<file path="config.mk">
export PLATFORM = sky130hd
export DESIGN_NAME = mem_rw_sequencer
export DESIGN_NICKNAME = d
export VERILOG_FILES = /design/src/rtl/mem_cmd_pkg.sv /design/src/rtl/mem_rw_sequencer.sv
export SDC_FILE = /design/constraint.sdc
export NUM_CORES = 1
export LEC_CHECK = 0
export CAP_MARGIN = 40
export CELL_PAD_IN_SITES_DETAIL_PLACEMENT = 1
export CELL_PAD_IN_SITES_GLOBAL_PLACEMENT = 1
export CORE_AREA = 2 2 76 78
export DETAILED_ROUTE_END_ITERATION = 6
export DIE_AREA = 0 0 78 80
export PLACE_DENSITY_LB_ADDON = 0.1
export SETUP_SLACK_MARGIN = 0.15
export SLEW_MARGIN = 10
export SYNTH_ARGS = -nofsm -noshare
export SYNTH_HDL_FRONTEND = slang
export SYNTH_SLANG_ARGS = --single-unit
</file>
<file path="constraint.sdc">
create_clock -name clk -period 1.4 [get_ports clk]
set_input_delay 0.14 -clock clk [delete_from_list [all_inputs] [get_ports clk]]
set_output_delay 0.14 -clock clk [all_outputs]
set_load 0.1 [all_outputs]
</file>
<file path="src/rtl/mem_cmd_pkg.sv">
// Shared definitions for the cross-domain memory command path.
//   - Command word layout: [16] op, [15:8] address, [7:0] write data.
//   - Sequencer state encoding.
//   - pack_cmd(): builds a command word from its fields.
package mem_cmd_pkg;

  localparam int CMD_W    = 17;
  localparam int OP_BIT   = 16;
  localparam int ADDR_MSB = 15;
  localparam int ADDR_LSB = 8;
  localparam int DATA_MSB = 7;

  localparam logic CMD_OP_WRITE = 1'b1;
  localparam logic CMD_OP_READ  = 1'b0;

  typedef enum logic [2:0] {
    IDLE,
    ISSUE_WR,
    ISSUE_RD,
    WAIT_RESP,
    NEXT,
    DONE
  } seq_state_e;

  function automatic logic [CMD_W-1:0] pack_cmd(input logic       op,
                                                input logic [7:0] addr,
                                                input logic [7:0] data);
    logic [CMD_W-1:0] cmd;
    cmd                    = '0;
    cmd[OP_BIT]            = op;
    cmd[ADDR_MSB:ADDR_LSB] = addr;
    cmd[DATA_MSB:0]        = data;
    return cmd;
  endfunction

endpackage

</file>
<file path="src/rtl/mem_rw_sequencer.sv">
// Test master for the cross-domain memory path (fast clock domain).
// On a rising edge of start_operations it pushes NUM_OPS write/read pairs
// into the command FIFO, pops each read response and compares it with the
// data written. busy covers the whole run; operation_success is sticky
// until the next start or reset.
//
// Ports:
//   clk               system clock, rising edge
//   rst               synchronous active-high reset
//   start_operations  start request (edge detected internally)
//   cmd_fifo_wr_en    command push strobe
//   cmd_fifo_data     17-bit command word {op, addr, data}
//   cmd_fifo_full     command FIFO full
//   resp_fifo_rd_en   response pop strobe
//   resp_fifo_data    response byte (first-word-fall-through)
//   resp_fifo_empty   response FIFO empty
//   busy              run in progress
//   debug_data        last response byte popped
//   operation_success result of the last completed run
module mem_rw_sequencer
  import mem_cmd_pkg::*;
#(
  parameter int         NUM_OPS      = 8,
  parameter logic [7:0] ADDR_BASE    = 8'h00,
  parameter logic [7:0] DATA_SEED    = 8'hA5,
  parameter int         RESP_TIMEOUT = 4096
) (
  input  logic             clk,
  input  logic             rst,
  input  logic             start_operations,
  output logic             cmd_fifo_wr_en,
  output logic [CMD_W-1:0] cmd_fifo_data,
  input  logic             cmd_fifo_full,
  output logic             resp_fifo_rd_en,
  input  logic [7:0]       resp_fifo_data,
  input  logic             resp_fifo_empty,
  output logic             busy,
  output logic [7:0]       debug_data,
  output logic             operation_success
);

  localparam int IDX_W = (NUM_OPS > 1) ? $clog2(NUM_OPS) : 1;
  localparam int TO_W  = $clog2(RESP_TIMEOUT + 1);

  seq_state_e       state;
  logic [IDX_W-1:0] idx;
  logic             mismatch;
  logic [TO_W-1:0]  to_cnt;
  logic             start_q, start_q2;
  logic             start_edge;
  logic [7:0]       addr_i, data_i;

  assign start_edge = start_q & ~start_q2;

  // Address wraps modulo 256 through the 8-bit add.
  assign addr_i = ADDR_BASE + 8'(idx);
  assign data_i = addr_i ^ DATA_SEED;

  assign busy = (state != IDLE);

  // Strobes are a pure function of state and FIFO flags so they can never
  // fire against a full/empty FIFO, and push/pop live in disjoint states.
  always_comb begin
    cmd_fifo_wr_en  = 1'b0;
    resp_fifo_rd_en = 1'b0;
    cmd_fifo_data   = '0;
    case (state)
      ISSUE_WR: begin
        cmd_fifo_wr_en = ~cmd_fifo_full;
        cmd_fifo_data  = pack_cmd(CMD_OP_WRITE, addr_i, data_i);
      end
      ISSUE_RD: begin
        cmd_fifo_wr_en = ~cmd_fifo_full;
        cmd_fifo_data  = pack_cmd(CMD_OP_READ, addr_i, 8'h00);
      end
      WAIT_RESP: resp_fifo_rd_en = ~resp_fifo_empty;
      default: ;
    endcase
  end

  always_ff @(posedge clk) begin
    if (rst) begin
      state             <= IDLE;
      idx               <= '0;
      mismatch          <= 1'b0;
      to_cnt            <= '0;
      start_q           <= 1'b0;
      start_q2          <= 1'b0;
      debug_data        <= 8'h00;
      operation_success <= 1'b0;
    end else begin
      start_q  <= start_operations;
      start_q2 <= start_q;
      case (state)
        IDLE: begin
          if (start_edge) begin
            state             <= ISSUE_WR;
            idx               <= '0;
            mismatch          <= 1'b0;
            operation_success <= 1'b0;
          end
        end
        ISSUE_WR: begin
          if (!cmd_fifo_full) state <= ISSUE_RD;
        end
        ISSUE_RD: begin
          if (!cmd_fifo_full) begin
            state  <= WAIT_RESP;
            to_cnt <= '0;
          end
        end
        WAIT_RESP: begin
          if (!resp_fifo_empty) begin
            debug_data <= resp_fifo_data;
            if (resp_fifo_data != data_i) mismatch <= 1'b1;
            state <= NEXT;
          end else if (to_cnt == TO_W'(RESP_TIMEOUT - 1)) begin
            // Counter would reach RESP_TIMEOUT on this edge: abort the run.
            to_cnt   <= to_cnt + 1'b1;
            mismatch <= 1'b1;
            state    <= DONE;
          end else begin
            to_cnt <= to_cnt + 1'b1;
          end
        end
        NEXT: begin
          if (idx == IDX_W'(NUM_OPS - 1)) begin
            state <= DONE;
          end else begin
            idx   <= idx + 1'b1;
            state <= ISSUE_WR;
          end
        end
        DONE: begin
          operation_success <= ~mismatch;
          state             <= IDLE;
        end
        default: state <= IDLE;
      endcase
    end
  end

endmodule

</file>
# ---- Yosys cells after proc, flatten, opt, wreduce, memory -nomap -nowiden
# Index checks and enable logic that the tools add are counted.
dict set report classes {
  n_reduce_logical 13
  addsub 2
  bitwise 6
  n_mux 22
  eq_ne 15
}
# op n
set ops {}
lappend ops {{17-bit one-hot mux with 2 select lines} 1}
lappend ops {{13-bit 2-to-1 mux} 2}
lappend ops {{13-bit one-hot mux with 2 select lines} 1}
lappend ops {{3-bit 2-to-1 mux} 8}
lappend ops {{3-bit one-hot mux with 5 select lines} 1}
lappend ops {{13-bit by 1-bit adder with 13-bit output, second input constant} 1}
lappend ops {{13-bit by 12-bit == test with 1-bit output, second input constant} 1}
lappend ops {{2-bit inequality test, second input constant} 5}
lappend ops {{3-bit == test, second input constant} 3}
lappend ops {{8-bit inequality test} 1}
lappend ops {{4-bit AND reduction} 2}
lappend ops {{2-bit nonzero test} 4}
lappend ops {{3-bit by 2-bit == test with 1-bit output, second input constant} 2}
lappend ops {{1-bit 2-to-1 mux} 6}
lappend ops {{3-bit inequality test, second input constant} 2}
lappend ops {{3-bit one-hot mux with 2 select lines} 1}
lappend ops {{3-bit AND reduction} 2}
lappend ops {{1-bit inverter} 4}
lappend ops {{2-bit inverter with 4-bit output} 1}
lappend ops {{1-bit one-hot mux with 2 select lines} 2}
lappend ops {{2-bit AND reduction} 2}
lappend ops {{3-bit by 1-bit adder with 3-bit output, second input constant} 1}
lappend ops {{3-bit by 1-bit == test with 1-bit output, second input constant} 1}
lappend ops {{3-bit zero test} 1}
lappend ops {{other kinds (3)} 3}
dict set report totals {
  output_inout_bits 29
  in_bits 13
  regBits 31
  wordCells 66
}

# ---- Depth between registers and ports, before layout
# Gate-level depths: netlist of the first run.
dict set report depth {
  depth_word 5
  depth_mapped 7
  ltp_nobuf 6
}

# ---- Least setup slack after synthesis of the first run
# OpenSTA, ideal clock, no wires.
dict set report synth_path {
  kind {reg2reg}
  start {register state[0]}
  end {register state[1]}
  slack_ps -1588
  required_time_ps 1326
  path_stages_with_launch 5
  arrival_time_ps 2914
  setup_time_ps 74
  synth_period_minus_slack_ps 2988
  path_buffers 1
  cell_sequence {dfxtp_1 buf_4 xnor2_1 nor3_1 o2bb2ai_1}
}
dict set report synth_between {
  elab_chain_len 3
  word_cells_on_any_way 11
  classes_between {8 x eq/ne; 1 x mux; 2 x reduce/logical}
}
# item line_no
set synth_rtl {}
lappend synth_rtl {{start, declared} mem_rw_sequencer.sv:45} ;# seq_state_e state;
lappend synth_rtl {{start signal, assigned} mem_rw_sequencer.sv:83} ;# state <= IDLE;
lappend synth_rtl {{start signal, assigned} mem_rw_sequencer.sv:97} ;# state <= ISSUE_WR;
lappend synth_rtl {{start signal, assigned} mem_rw_sequencer.sv:104} ;# if (!cmd_fifo_full) state <= ISSUE_RD;
lappend synth_rtl {{3-bit by 2-bit == test with 1-bit output (tied with other cells)} mem_rw_sequencer.sv:94} ;# case (state)
lappend synth_rtl {{3-bit inequality test (no source line) or 2-bit inequality test (tied branches)} -}
lappend synth_rtl {{4-bit AND reduction (no source line)} -}
# Parallel ways exist; a longest one is shown, timed or not.
# A chain may end at the register's enable or synchronous reset.

# ---- Worst setup path in the final report of the first run
dict set report layout_path {
  start {register state[0]}
  end {output cmd_fifo_wr_en}
}
dict set report layout_between {
  elab_chain_len 3
  word_cells_on_any_way 4
  classes_between {2 x eq/ne; 1 x mux; 1 x reduce/logical}
}
# item line_no
set layout_rtl {}
lappend layout_rtl {{3-bit by 2-bit == test with 1-bit output or 3-bit by 1-bit == test with 1-bit output (tied branches)} mem_rw_sequencer.sv:67} ;# case (state)
lappend layout_rtl {{2-bit OR reduction (no source line) *} -}
lappend layout_rtl {{1-bit 2-to-1 mux *} -}
lappend layout_rtl {{end, declared} mem_rw_sequencer.sv:31} ;# output logic cmd_fifo_wr_en,
# Every way passes the cells marked *; elsewhere a longest branch is shown, timed or not.

==> flow_metrics.py, run 1 <==
metrics = {
    "setup_path": {
        "worst-path-max-fanout": 7,
        "cp_slowest_cell": "dfxtp_4",
        "worst_setup_path_end_kind": "output port",
        "slowest_delay_ns": 0.39,
        "path_common_cell": "buf_6",
        "startpoint_type": "flip-flop",
        "rrSetupSlack_ns": -0.16,
        "reg2reg_depth": 6,
        "cp.arrival_ns": 1.46,
        "path_class": "reg2out",
        "crit_start": "state[0]",
        "r2r_end": "to_cnt[12]",
        "r2r_start": "state[0]",
        "setup.worst_path.end": "cmd_fifo_wr_en",
        "crit_required_ns": 1.26,
        "crit_chain": "buf_6, xnor2_4, buf_6, nor3_4, buf_12",
    },
    "routing": {
        "drt_wl_total_um": 6740,
        "via_per_inst": 5.01,
        "firstDrtPassIters": 4,
        "detail_route.wl_per_cell_um": 18.0,
        "drtIter0Drc": 54,
        "route.detailed.drc": 0,
        "antenna_left": 0,
        "vias": 1878,
    },
    "floorplan": {
        "dieWidth_um": 78,
        "die_h_um": 80,
        "io_pins": 42,
        "die_area_um2": 6240,
        "core_um2": 5410,
        "initial_core_util": 0.308,
        "rows": 27,
    },
    "synth": {
        "synth-edff-count": 0,
        "ys_seq_area_frac": 0.373,
        "async_flop_share": 0,
        "ys_ff_latch": 31,
        "yosys_warnings": 0,
        "synthCells": 204,
        "ys_top_cells_by_area": "dfxtp_1, a21oi_1, nand2_1, buf_4, nor2_1",
        "synth_cell_types": 47,
        "synth_ff_type": "dfxtp_1",
        "yosysTopAreaCell": "dfxtp_1",
        "synth.top_cell.area_share": 0.373,
        "syn_area_um2": 1660,
        "synth_area_per_cell_um2": 8.16,
    },
    "clock_tree": {
        "tritoncts": "built",
        "path_clk_slew_ns": 0.07,
        "cts-root-buf": "clkbuf_8",
        "cts_buffer_depth": 2,
        "cts_hold_buf": 0,
        "clkSinkCount": 31,
        "htreeDepth": 2,
        "numCtsBuffers": 5,
        "clk_latency_ns": 0.29,
    },
    "timing": {
        "rsz0062_at_grt": "true",
        "tns_ns": -4.35,
        "setup_slack_ns": -0.202,
        "min_period_ns": 1.60,
        "finalHoldViolations": 0,
        "fin_hold_ws_ns": 0.410,
        "slew_viol_final": 0,
        "fmax_ghz": 0.624,
        "period_share": 1.14,
        "finClkSkew_ns": 0.00556,
        "setup_viol_count_final": 38,
    },
    "layout": {
        "drive_above_1_share": 0.548,
        "antenna_cells": 0,
        "area_growth_pct": 95.5,
        "nets": 318,
        "final_util": 0.602,
    },
    "status": {
        "status": "complete, but fails checks",
        "violations": "negative setup slack",
    },
    "power": {
        "p_leak_nw": 1.24,
        "peakVddDrop_v": 0.000532,
        "power_density_nw_per_um2": 949,
    },
    "global_route": {
        "grt_overflow": 0,
        "grt_max_degree": 13,
        "track_usage": 0.204,
        "antenna_found_initial": 0,
        "grt_pass1_vias": 2079,
        "grt_pass1_wl_um": 9920,
    },
    "run": {
        "cap_violations": 0,
    },
    "placement": {
        "dpl_worst_slack_ns": -0.453,
        "finalWeightedCongestion": 0.778,
        "place_hpwl_um": 4450,
        "numPortBuffers": 33,
    },
    "min_path": {
        "hold_class": "in2reg",
    },
}
critical path, delay by kind of cell (launching register included):
kind	cells	cell delay [ns]
flops	1	0.39
simple gates	1	0.18
buf+inv	3	0.48
xor+xnor	1	0.13
layer usage:
metal	global-route usage	part of all wire
met4	0.0702	0.021
met2	0.378	0.54
met1	0.230	0.40
met5	0	0
met3	0.0464	0.033
state kept, by name (all words and copies together), names as in the netlist:
signal and cells:
idx 3, debug_data 8, operation_success 1, state 3, mismatch 1, start_q2 1, start_q 1, to_cnt 13
metrics by stage:
| stage | area [um^2] | total power (W) | instances |
|---|---|---|---|
| after global placement | 2650 | 0.00212 | 344 |
| after CTS | 3010 | 0.00297 | 367 |
| after detailed placement | 2650 | 0.00215 | 344 |
| after global routing | 3250 | 0.00321 | 375 |
| after floorplan | 1820 | 0.00176 | 211 |
| final | 3250 | 0.00309 | 375 |
cells by family (layout without fill, tap and decap cells):
group | Yosys count | count (layout) | synth area share
AO/OA/AOI/OAI | 46 | 46 | 0.188
AND/OR/NAND/NOR | 87 | 87 | 0.273
other | 1 | 8 | 0.00225
XOR/XNOR | 8 | 8 | 0.0421
adder cells (fa/ha/maj) | 3 | 3 | 0.0226
buffers and inverters | 28 | 120 | 0.0992
flip-flops | 31 | 31 | 0.373
layout by cell type, fill, tap and decap left out, types with 2 or more instances in the layout:
cell	instances
a21oi_1	13
a21oi_2	9
and2_1	2
and2_4	5
buf_12	22
buf_4	47
buf_6	20
clkbuf_1	2
clkbuf_8	5
clkdlybuf4s50_1	12
conb_1	8
dfxtp_1	21
dfxtp_2	7
dfxtp_4	3
ha_4	2
inv_1	6
nand2_1	23
nand2_2	4
nand3_1	3
nand3b_1	4
nand4_1	4
nor2_1	11
nor2_2	4
nor2b_1	3
nor3_4	2
nor3b_4	2
o2111ai_4	2
o21ai_0	4
o31ai_4	2
or3_1	4
or4_4	2
xnor2_1	3
xor2_1	3
cell type report:
type	instances	area [um^2]
Clock buffer	7	76.3
Inverter	9	50.0
Timing Repair Buffer	103	1180
Tap cell	72	90.1
Multi-Input combinational cell	152	1210
Sequential cell	31	641
Fill cell	604	2150
Clock inverter	1	5.00
report_power, final:
group          switching [W]  total [W]  internal, W
Clock               0.000359   0.000708     0.000349
Combinational       0.000842    0.00144     0.000595
Sequential         0.0000363   0.000942     0.000906
Total                0.00124    0.00309      0.00185
synth_stat cells, drive strengths merged (2+ instances only):
cell type and count:
dfxtp 31, nand2 28, a21oi 23, buf 17
nor2 16, inv 8, and2 7, o21ai 7
or3 5, xnor2 5, nand3b 4, nand4 4
nor2b 4, ha 3, nand3 3, nor3b 3
o2111ai 3, o31ai 3, xor2 3, and3 2
clkbuf 2, nand2b 2, nor3 2, or4 2
what timing repair did:
action                                  4_1_cts  5_1_grt
resized for setup                            45       41
pin swaps                                    13       21
gates cloned                                  0        1
buffers inserted                             15        8
endpoints found under the setup margin       41       41
worst min path at each step:
stage                      from  endpoint  slack (ns)  cells past startpoint
6_report       start_operations   start_q        0.41                      2
5_1_grt        start_operations   start_q        0.42                      2
4_1_cts        start_operations   start_q        0.41                      2
3_5_place_dp            start_q  start_q2        0.46                      1
3_3_place_gp            start_q  start_q2        0.45                      1
2_1_floorplan  start_operations   start_q        0.27                      1
Note: power is estimated with default switching activity, not from simulation.
==> run 2: changes to the inputs <==
--- a/config.mk
+++ b/config.mk
@@ -5,12 +5,14 @@
 export SDC_FILE = /design/constraint.sdc
 export NUM_CORES = 1
 export LEC_CHECK = 0
+export ABC_AREA = 0
 export CAP_MARGIN = 40
 export CELL_PAD_IN_SITES_DETAIL_PLACEMENT = 1
 export CELL_PAD_IN_SITES_GLOBAL_PLACEMENT = 1
 export CORE_AREA = 2 2 76 78
 export DETAILED_ROUTE_END_ITERATION = 6
 export DIE_AREA = 0 0 78 80
+export MAX_ROUTING_LAYER = met4
 export PLACE_DENSITY_LB_ADDON = 0.1
 export SETUP_SLACK_MARGIN = 0.15
 export SLEW_MARGIN = 10
==> run 2 against run 1 <==
The flow still finishes with violations (negative setup slack). Global-route usage is 0.63 points higher. Clock skew is 0.0014 ns higher. Fmax is 0.16% lower. Clock power hardly changed. Register-to-register slack worse by 0.04 ns. Critical endpoint unchanged.
==> flow_metrics.py, run 2 (same netlist as run 1, synthesis figures left out) <==
metrics = {
    "routing": {
        "drtIter0Drc": 106,
        "wl_met3_um": 190,
        "met1_length_um": 2850,
        "detail_route.wl_per_cell_um": 18.2,
        "vias": 1820,
        "route.detailed.drc": 0,
        "firstDrtPassIters": 4,
        "via_per_inst": 4.85,
        "dr_wl_met2_um": 3710,
        "drt_wl_total_um": 6840,
        "dr.max_layer_used": "met4",
        "antenna_left": 0,
    },
    "status": {
        "violations": "negative setup slack",
        "status": "complete, but fails checks",
    },
    "clock_tree": {
        "tritoncts": "built",
        "clk_latency_ns": 0.29,
        "cts_hold_buf": 0,
        "htreeDepth": 2,
        "cts_buffer_depth": 2,
        "clkSinkCount": 31,
        "cts-root-buf": "clkbuf_8",
        "numCtsBuffers": 5,
        "path_clk_slew_ns": 0.07,
    },
    "layout": {
        "drive_above_1_share": 0.548,
        "antenna_cells": 0,
        "final_common_cell": "buf_4",
        "largest_reg_flops": 13,
        "mostFrequentLayoutCells": "buf_4, nand2_1, buf_12, dfxtp_1, buf_6",
        "top_regs": "to_cnt: 13 flops, debug_data: 8 flops",
        "area_growth_pct": 95.0,
        "regMostFlops": "to_cnt",
        "nets": 318,
    },
    "min_path": {
        "hold_class": "in2reg",
    },
    "timing": {
        "fmax_ghz": 0.623,
        "rsz0062_at_grt": "true",
        "period_share": 1.15,
        "finClkSkew_ns": 0.00695,
        "tns_ns": -4.73,
        "finalHoldViolations": 0,
        "setup_viol_count_final": 37,
        "slew_viol_final": 0,
        "min_period_ns": 1.60,
        "setup_slack_ns": -0.205,
    },
    "floorplan": {
        "initial_core_util": 0.308,
        "dieWidth_um": 78,
        "rows": 27,
        "die_area_um2": 6240,
        "core_um2": 5410,
        "io_pins": 42,
        "die_h_um": 80,
    },
    "setup_path": {
        "worst_setup_path_end_kind": "output port",
        "crit_required_ns": 1.26,
        "cp.arrival_ns": 1.46,
        "path_class": "reg2out",
        "worst-path-max-fanout": 7,
        "startpoint_type": "flip-flop",
    },
    "power": {
        "p_leak_nw": 1.24,
        "peakVddDrop_v": 0.000534,
        "power_density_nw_per_um2": 952,
        "p_total_w": 0.00309,
    },
    "placement": {
        "finalWeightedCongestion": 0.789,
        "place_hpwl_um": 4450,
        "numPortBuffers": 33,
    },
    "global_route": {
        "grt_pass1_wl_um": 9900,
        "antenna_found_initial": 0,
        "grt_pass1_vias": 2082,
        "grt_max_degree": 13,
        "track_usage": 0.211,
        "grt_overflow": 0,
    },
    "run": {
        "cap_violations": 0,
    },
}
## run 2: cell counts in the layout (fill, tap and decap cells not counted)
No cell type changed its count.
## run 2: area by class of cell
cell class | count | area [um^2]
fill | 597 | 2160
multi-input combinational | 152 | 1210
timing repair buffer | 103 | 1170
sequential | 31 | 641
tap | 72 | 90.1
clock buffer | 7 | 76.3
inverter | 9 | 50.0
clock inverter | 1 | 5.00
## run 2: what timing repair did
action / in CTS / in global routing
setup buffers: 15 / 8
cloned: 0 / 1
pin swaps: 13 / 21
resized for setup: 45 / 39
setup endpoints to repair: 41 / 41
## run 2: layer usage
metal / global-route usage / vias up
li1: - / 885
met1: 0.233 / 890
met2: 0.378 / 37
met3: 0.0486 / 8
met4: 0.0649 / 0
met5: - / -
## run 2: critical path: stages, from the launching register on
cell and delay [ns]:
dfxtp_4 0.39, buf_6 0.14, xnor2_4 0.13, buf_6 0.13, nor3_4 0.18, buf_12 0.21
## run 2: worst paths after layout
path,from,to,slack [ns],depth (start not counted)
hold reg to reg,start_q,start_q2,0.47,1
setup / recovery,state[0],cmd_fifo_wr_en,-0.20,5
setup reg to reg,state[0],to_cnt[6],-0.20,6
hold / removal,start_operations,start_q,0.41,2
## run 2: metrics by stage
step	util	instance area (um^2)	hold slack [ns]	instances	setup WS [ns]
6_report	0.600	3250	0.411	375	-0.205
5_1_grt	0.600	3250	0.420	375	-0.243
4_1_cts	0.557	3010	0.406	367	-0.186
3_5_place_dp	0.491	2650	0.464	344	-0.453
3_3_place_gp	0.491	2650	0.448	344	-0.318
2_1_floorplan	-	1820	0.268	211	-0.262
## run 2: power by group
group	leakage [nW]	internal (W)	switching [W]	total, W
clock network	0.0422	0.000349	0.000359	0.000708
logic	0.937	0.000593	0.000847	0.00144
registers	0.256	0.000906	0.0000369	0.000943
